File: config.mk
export PLATFORM = sky130hd
export DESIGN_NAME = core_sequencer_flat
export DESIGN_NICKNAME = d
export VERILOG_FILES = /design/src/rtl/core_sequencer_if.sv /design/src/rtl/core_sequencer.sv /design/src/flat_wrapper.sv
export SDC_FILE = /design/constraint.sdc
export NUM_CORES = 1
export LEC_CHECK = 0
export BUFFER_PORTS_ARGS = -buffer_cell sky130_fd_sc_hd__buf_4
export CAP_MARGIN = 25
export CORE_ASPECT_RATIO = 0.8
export CORE_MARGIN = 2
export CORE_UTILIZATION = 55
export CTS_BUF_LIST = sky130_fd_sc_hd__clkbuf_2 sky130_fd_sc_hd__clkbuf_4 sky130_fd_sc_hd__clkbuf_8
export DETAILED_ROUTE_END_ITERATION = 8
export GPL_TIMING_DRIVEN = 0
export PLACE_DENSITY = 0.88
export SKIP_CTS_REPAIR_TIMING = 1
export SLEW_MARGIN = 20
export SYNTH_ARGS = -nofsm -noshare
export SYNTH_HDL_FRONTEND = slang
export SYNTH_SLANG_ARGS = --single-unit
File: constraint.sdc
create_clock -name clk -period 2.6 [get_ports clk]
set_clock_uncertainty 0.05 [all_clocks]
set_input_delay 0.26 -clock clk [delete_from_list [all_inputs] [get_ports clk]]
set_output_delay 0.26 -clock clk [all_outputs]
set_load 0.02 [all_outputs]
File: src/rtl/core_sequencer_if.sv
// Sequencer-side bundle: instruction ROM port, IR/decoder controls, branch inputs
// and the register-file / data-memory strobes.
interface core_sequencer_if #(
  parameter int PC_W = 10
) ();
  logic [PC_W-1:0] imem_addr;
  logic [8:0]      imem_rdata;
  logic [8:0]      ir;
  logic            dec_write_en;
  logic            dec_mem_read;
  logic            dec_mem_write;
  logic [4:0]      dec_alu_op;
  logic            alu_branch_taken;
  logic [7:0]      branch_offset;
  logic            rf_we;
  logic            dmem_re;
  logic            dmem_we;

  modport master (
    output imem_addr, ir, rf_we, dmem_re, dmem_we,
    input  imem_rdata, dec_write_en, dec_mem_read, dec_mem_write,
           dec_alu_op, alu_branch_taken, branch_offset
  );

  modport slave (
    input  imem_addr, ir, rf_we, dmem_re, dmem_we,
    output imem_rdata, dec_write_en, dec_mem_read, dec_mem_write,
           dec_alu_op, alu_branch_taken, branch_offset
  );
endinterface

File: src/rtl/core_sequencer.sv
// Multi-cycle fetch/decode/execute/memory sequencer for the 9-bit miniMips core.
// Owns PC and IR, turns decoder controls into one-cycle strobes, stops on HALT.
module core_sequencer #(
  parameter int         PC_W       = 10,
  parameter int         MEM_LAT    = 1,
  parameter logic [8:0] HALT_INSTR = 9'h164
) (
  input  logic                 clk,
  input  logic                 reset,
  input  logic                 start,
  core_sequencer_if.master     sif,
  output logic                 busy,
  output logic                 done,
  output logic [15:0]          cycle_count
);

  typedef enum logic [2:0] {
    S_IDLE,
    S_FETCH,
    S_DECODE,
    S_EXEC,
    S_MEM,
    S_HALT
  } state_t;

  localparam logic [1:0] MEM_LAT_C = 2'(MEM_LAT);

  state_t                 state;
  logic [PC_W-1:0]        pc;
  logic [8:0]             ir_q;
  logic [1:0]             mem_cnt;
  logic                   is_branch;
  logic                   mem_last;
  logic signed [7:0]      off_s;
  logic signed [PC_W-1:0] off_ext;
  logic                   rf_we_c;
  logic                   dmem_re_c;
  logic                   dmem_we_c;

  function automatic logic [15:0] sat_inc(input logic [15:0] v);
    return (v == 16'hFFFF) ? v : v + 16'd1;
  endfunction

  assign off_s     = sif.branch_offset;
  assign off_ext   = PC_W'(off_s);
  assign is_branch = (sif.dec_alu_op >= 5'd13) && (sif.dec_alu_op <= 5'd20);
  assign mem_last  = (mem_cnt == MEM_LAT_C);

  // Strobes decode the current state directly so they land in EXEC/MEM and never leak into FETCH.
  always_comb begin
    rf_we_c   = 1'b0;
    dmem_re_c = 1'b0;
    dmem_we_c = 1'b0;
    case (state)
      S_EXEC: begin
        if (is_branch) begin
          rf_we_c = 1'b0;
        end else if (sif.dec_mem_write) begin
          dmem_we_c = 1'b1;
        end else if (sif.dec_mem_read) begin
          dmem_re_c = 1'b1;
        end else begin
          rf_we_c = sif.dec_write_en;
        end
      end
      S_MEM: begin
        dmem_re_c = 1'b1;
        rf_we_c   = mem_last;
      end
      default: ;
    endcase
  end

  assign sif.rf_we     = rf_we_c;
  assign sif.dmem_re   = dmem_re_c;
  assign sif.dmem_we   = dmem_we_c;
  assign sif.imem_addr = pc;
  assign sif.ir        = ir_q;
  assign busy          = (state == S_FETCH) || (state == S_DECODE) ||
                         (state == S_EXEC)  || (state == S_MEM);
  assign done          = (state == S_HALT);

  always_ff @(posedge clk) begin
    if (reset) begin
      state       <= S_IDLE;
      pc          <= '0;
      ir_q        <= '0;
      mem_cnt     <= '0;
      cycle_count <= '0;
    end else begin
      case (state)
        S_IDLE, S_HALT: begin
          if (start) begin
            state       <= S_FETCH;
            pc          <= '0;
            cycle_count <= '0;
          end
        end
        S_FETCH: begin
          cycle_count <= sat_inc(cycle_count);
          state       <= S_DECODE;
        end
        S_DECODE: begin
          cycle_count <= sat_inc(cycle_count);
          ir_q        <= sif.imem_rdata;
          state       <= (sif.imem_rdata == HALT_INSTR) ? S_HALT : S_EXEC;
        end
        S_EXEC: begin
          cycle_count <= sat_inc(cycle_count);
          if (is_branch) begin
            pc    <= sif.alu_branch_taken ? pc + $unsigned(off_ext) : pc + 1'b1;
            state <= S_FETCH;
          end else if (sif.dec_mem_read && !sif.dec_mem_write) begin
            mem_cnt <= 2'd1;
            state   <= S_MEM;
          end else begin
            pc    <= pc + 1'b1;
            state <= S_FETCH;
          end
        end
        S_MEM: begin
          cycle_count <= sat_inc(cycle_count);
          if (mem_last) begin
            pc    <= pc + 1'b1;
            state <= S_FETCH;
          end else begin
            mem_cnt <= mem_cnt + 2'd1;
          end
        end
        default: state <= S_IDLE;
      endcase
    end
  end

endmodule

File: src/flat_wrapper.sv
// flat-port wrapper written by rule: the top's interface ports become plain ports
module core_sequencer_flat 
#(
  parameter int         PC_W       = 10,
  parameter int         MEM_LAT    = 1,
  parameter logic [8:0] HALT_INSTR = 9'h164
)
  (clk, reset, start, busy, done, cycle_count, sif_imem_addr, sif_ir, sif_rf_we, sif_dmem_re, sif_dmem_we, sif_imem_rdata, sif_dec_write_en, sif_dec_mem_read, sif_dec_mem_write, sif_dec_alu_op, sif_alu_branch_taken, sif_branch_offset);
  core_sequencer_if #(.PC_W(PC_W)) sif_i ();
  input  logic clk;
  input  logic reset;
  input  logic start;
  output logic busy;
  output logic done;
  output logic [15:0] cycle_count;
  output wire logic [$bits(sif_i.imem_addr)-1:0] sif_imem_addr;
  output wire logic [$bits(sif_i.ir)-1:0] sif_ir;
  output wire logic [$bits(sif_i.rf_we)-1:0] sif_rf_we;
  output wire logic [$bits(sif_i.dmem_re)-1:0] sif_dmem_re;
  output wire logic [$bits(sif_i.dmem_we)-1:0] sif_dmem_we;
  input wire logic [$bits(sif_i.imem_rdata)-1:0] sif_imem_rdata;
  input wire logic [$bits(sif_i.dec_write_en)-1:0] sif_dec_write_en;
  input wire logic [$bits(sif_i.dec_mem_read)-1:0] sif_dec_mem_read;
  input wire logic [$bits(sif_i.dec_mem_write)-1:0] sif_dec_mem_write;
  input wire logic [$bits(sif_i.dec_alu_op)-1:0] sif_dec_alu_op;
  input wire logic [$bits(sif_i.alu_branch_taken)-1:0] sif_alu_branch_taken;
  input wire logic [$bits(sif_i.branch_offset)-1:0] sif_branch_offset;
  assign sif_imem_addr = sif_i.imem_addr;
  assign sif_ir = sif_i.ir;
  assign sif_rf_we = sif_i.rf_we;
  assign sif_dmem_re = sif_i.dmem_re;
  assign sif_dmem_we = sif_i.dmem_we;
  assign sif_i.imem_rdata = sif_imem_rdata;
  assign sif_i.dec_write_en = sif_dec_write_en;
  assign sif_i.dec_mem_read = sif_dec_mem_read;
  assign sif_i.dec_mem_write = sif_dec_mem_write;
  assign sif_i.dec_alu_op = sif_dec_alu_op;
  assign sif_i.alu_branch_taken = sif_alu_branch_taken;
  assign sif_i.branch_offset = sif_branch_offset;
  core_sequencer #(.PC_W(PC_W), .MEM_LAT(MEM_LAT), .HALT_INSTR(HALT_INSTR)) u_core (.clk(clk), .reset(reset), .start(start), .sif(sif_i), .busy(busy), .done(done), .cycle_count(cycle_count));
endmodule
==> flow_metrics.py <==
metrics = {
    "synthesis": {
        "syn_nets": 364,
        "synth_cell_types": 55,
        "ys_ff_latch": 40,
        "yosysTopAreaCell": "dfxtp_1",
        "ys_seq_area_share_pct": 30.8,
        "synth_warnings": 0,
        "synth-main-ff-cell": "dfxtp_1",
        "avgSynthCellArea_um2": 8.07,
        "synth_edf_count": 0,
        "yosysTopAreaCellShare_pct": 30.8,
        "synth_top_family_by_area": "simple AND/OR/NAND/NOR gates",
        "synth_compound_area_share_pct": 16.9,
        "synth_cells": 322,
        "synth-xor-area-share_pct": 6.74,
        "synth_area_leaders": "dfxtp_1, nor2_1, mux2i_1",
        "syn-cell-area_mm2": 0.00260,
        "synthAdderAreaFrac_pct": 6.55,
        "synth-simple-area-share_pct": 29.3,
        "synthArstFlopShare_pct": 0,
        "synth_mux_area_share_pct": 6.16,
    },
    "worst_setup_path": {
        "timing.rr.end": "u_core.sif.imem_addr[6]",
        "critPathMaxFanout": 7,
        "cp-end-kind": "flip-flop",
        "startpoint_type": "flip-flop",
        "r2r-start": "u_core.sif.imem_addr[0]",
        "path_class": "flip-flop to flip-flop",
        "worstPathArrival_ns": 2.54,
        "rrSetupSlack_ns": 0.18,
        "required_ns": 2.72,
        "ff2ff_path_depth": 9,
    },
    "routing": {
        "detail-route-antenna-nets": 0,
        "wirelength_mm": 6.55,
        "drt-pass1-iter-count": 4,
        "vias_per_cell": 5.77,
        "wl_per_cell_um": 14.4,
        "drt_iter0_drc": 189,
        "drc": 0,
        "num_vias": 2630,
    },
    "sta": {
        "fin_crit_ns": 2.42,
        "clock.fmax_mhz": 414,
        "fin_setup_tns_ns": 0,
        "rsz0062_at_grt": "no",
        "tightest_slew_ns": 0.853,
        "setup_viol": 0,
        "slew_viol_final": 0,
        "period_share_pct": 92.9,
        "hold_viol": 0,
        "relSlewSlack_pct": 42.5,
    },
    "layout": {
        "layout_common_cells": "buf_4, nor2_1, dfxtp_1",
        "insertedDiodeCount": 0,
        "drive_gt1_share_pct": 21.7,
        "layoutNonFillerInstCount": 456,
        "layout.nets": 438,
        "area_growth_pct": 25.4,
        "final_common_cell": "buf_4",
    },
    "grt": {
        "antenna_found_initial": 0,
        "grt_max_degree": 12,
        "gr-total-overflow": 0,
        "grt_pass1_vias": 2459,
        "grt_pass1_wl_mm": 11.1,
        "grt_usage_pct": 26.3,
    },
    "die": {
        "dieArea_mm2": 0.00529,
        "die_x_um": 80.9,
        "start_util_pct": 56.9,
        "die_y_um": 65.5,
        "boundaryPins": 69,
        "num_rows": 22,
        "core_mm2": 0.00457,
    },
    "clock_network": {
        "cts_tree": "done",
        "clockRootBuffer": "clkbuf_8",
        "cts_buffers": 5,
        "clk-insertion-delay-late_ns": 0.29,
        "clock_sinks": 40,
        "clockBufferDepth": 2,
        "htreeDepth": 2,
        "clk_pin_slew_ns": 0.07,
    },
    "min_path": {
        "min_from": "sif_imem_rdata[5]",
        "hold_path_class": "input port to flip-flop",
        "min_to": "u_core.sif.ir[5]",
        "hold_depth": 3,
    },
    "place": {
        "io_buffers": 67,
        "gp_congestion": 0.901,
        "dp_hpwl_mm": 5.07,
        "dp.cells": 449,
    },
    "power": {
        "p_per_area_mw_per_mm2": 431,
        "p_leak_nw": 1.33,
        "peakVddDrop_mv": 0.383,
    },
    "run_status": {
        "outcome": "complete, no violations",
    },
    "run": {
        "maxCapViolations": 0,
    },
}
-- cell type report --
type / count / area (um^2)
inverter: 8 / 30.0
fill: 384 / 1310
multi-input combinational: 262 / 1710
sequential: 40 / 801
timing repair buffer: 67 / 503
clock buffer: 6 / 76.3
clock inverter: 1 / 5.00
tap: 60 / 75.1
buffer: 12 / 62.6
-- cell usage after synthesis, types with 6 or more instances --
| master | count |
|---|---|
| nor2_1 | 43 |
| o21ai_0 | 18 |
| nand3_1 | 18 |
| a21oi_1 | 17 |
| ha_1 | 12 |
| o21a_1 | 6 |
| nand2_1 | 19 |
| dfxtp_1 | 40 |
| nor2b_1 | 10 |
| xnor2_1 | 15 |
| mux2i_1 | 16 |
| nor3_1 | 14 |
| inv_1 | 7 |
| clkbuf_1 | 7 |
-- per-layer routing --
layer  global-route usage, %  vias to the layer above  wire length (um)
li1                        -                     1317                 -
met1                    35.0                     1217              2990
met2                    42.8                       87              3030
met3                    5.49                        9               445
met4                    7.84                        0                83
met5                       0                        -                 0
-- report_power, final --
group	total (W)	switching [W]	internal, W
Clock	0.000398	0.000205	0.000193
Combinational	0.000342	0.000189	0.000152
Sequential	0.000663	0.0000271	0.000636
Total	0.00140	0.000422	0.000981
-- worst max-delay path: stages (launching register included) --
cell	delay, ns
dfxtp_1	0.46
ha_1	0.23
inv_1	0.06
fa_1	0.40
nor2b_1	0.18
o31a_1	0.17
o21a_1	0.18
o21ai_0	0.09
nor4b_1	0.15
a311o_1	0.33
-- metrics by stage --
stage	total power (W)	setup WS, ns	instance area [um^2]	util [%]	hold slack (ns)
after global routing	0.00147	0.0431	3260	71.3	0.180
after detailed placement	0.00102	0.186	3180	69.5	0.441
after global placement	0.00100	0.334	3180	69.5	0.421
after CTS	0.00141	0.178	3260	71.3	0.164
after floorplan	0.000890	0.356	2600	-	0.358
final	0.00140	0.185	3260	71.3	0.168
-- sequential cells by signal, indices dropped and copies added (netlist names) --
name	flops
u_core.cycle_count	16
u_core.sif.imem_addr	10
u_core.state	3
u_core.mem_cnt	2
u_core.sif.ir	9
-- how the worst max path moves through the flow --
| stage | from | endpoint | slack (ns) | depth (start not counted) |
|---|---|---|---|---|
| finish | u_core.sif.imem_addr[0] | u_core.sif.imem_addr[6] | 0.18 | 9 |
| global route | u_core.sif.imem_addr[0] | u_core.sif.imem_addr[6] | 0.04 | 9 |
| CTS | u_core.sif.imem_addr[0] | u_core.sif.imem_addr[6] | 0.18 | 9 |
| detailed placement | u_core.sif.imem_addr[0] | u_core.sif.imem_addr[6] | 0.19 | 9 |
| global placement | u_core.sif.imem_addr[0] | u_core.sif.imem_addr[6] | 0.33 | 9 |
| floorplan | u_core.sif.imem_addr[0] | u_core.sif.imem_addr[6] | 0.36 | 9 |
-- logic make-up (layout without fill, tap and decap cells) --
logic type,after synthesis,in the layout
compound gates,68,68
simple gates,145,145
fa+ha+maj,13,13
mux,16,16
xor+xnor,20,20
buf+inv,20,94
flops,40,40
Power figures use the tool's default switching activity.
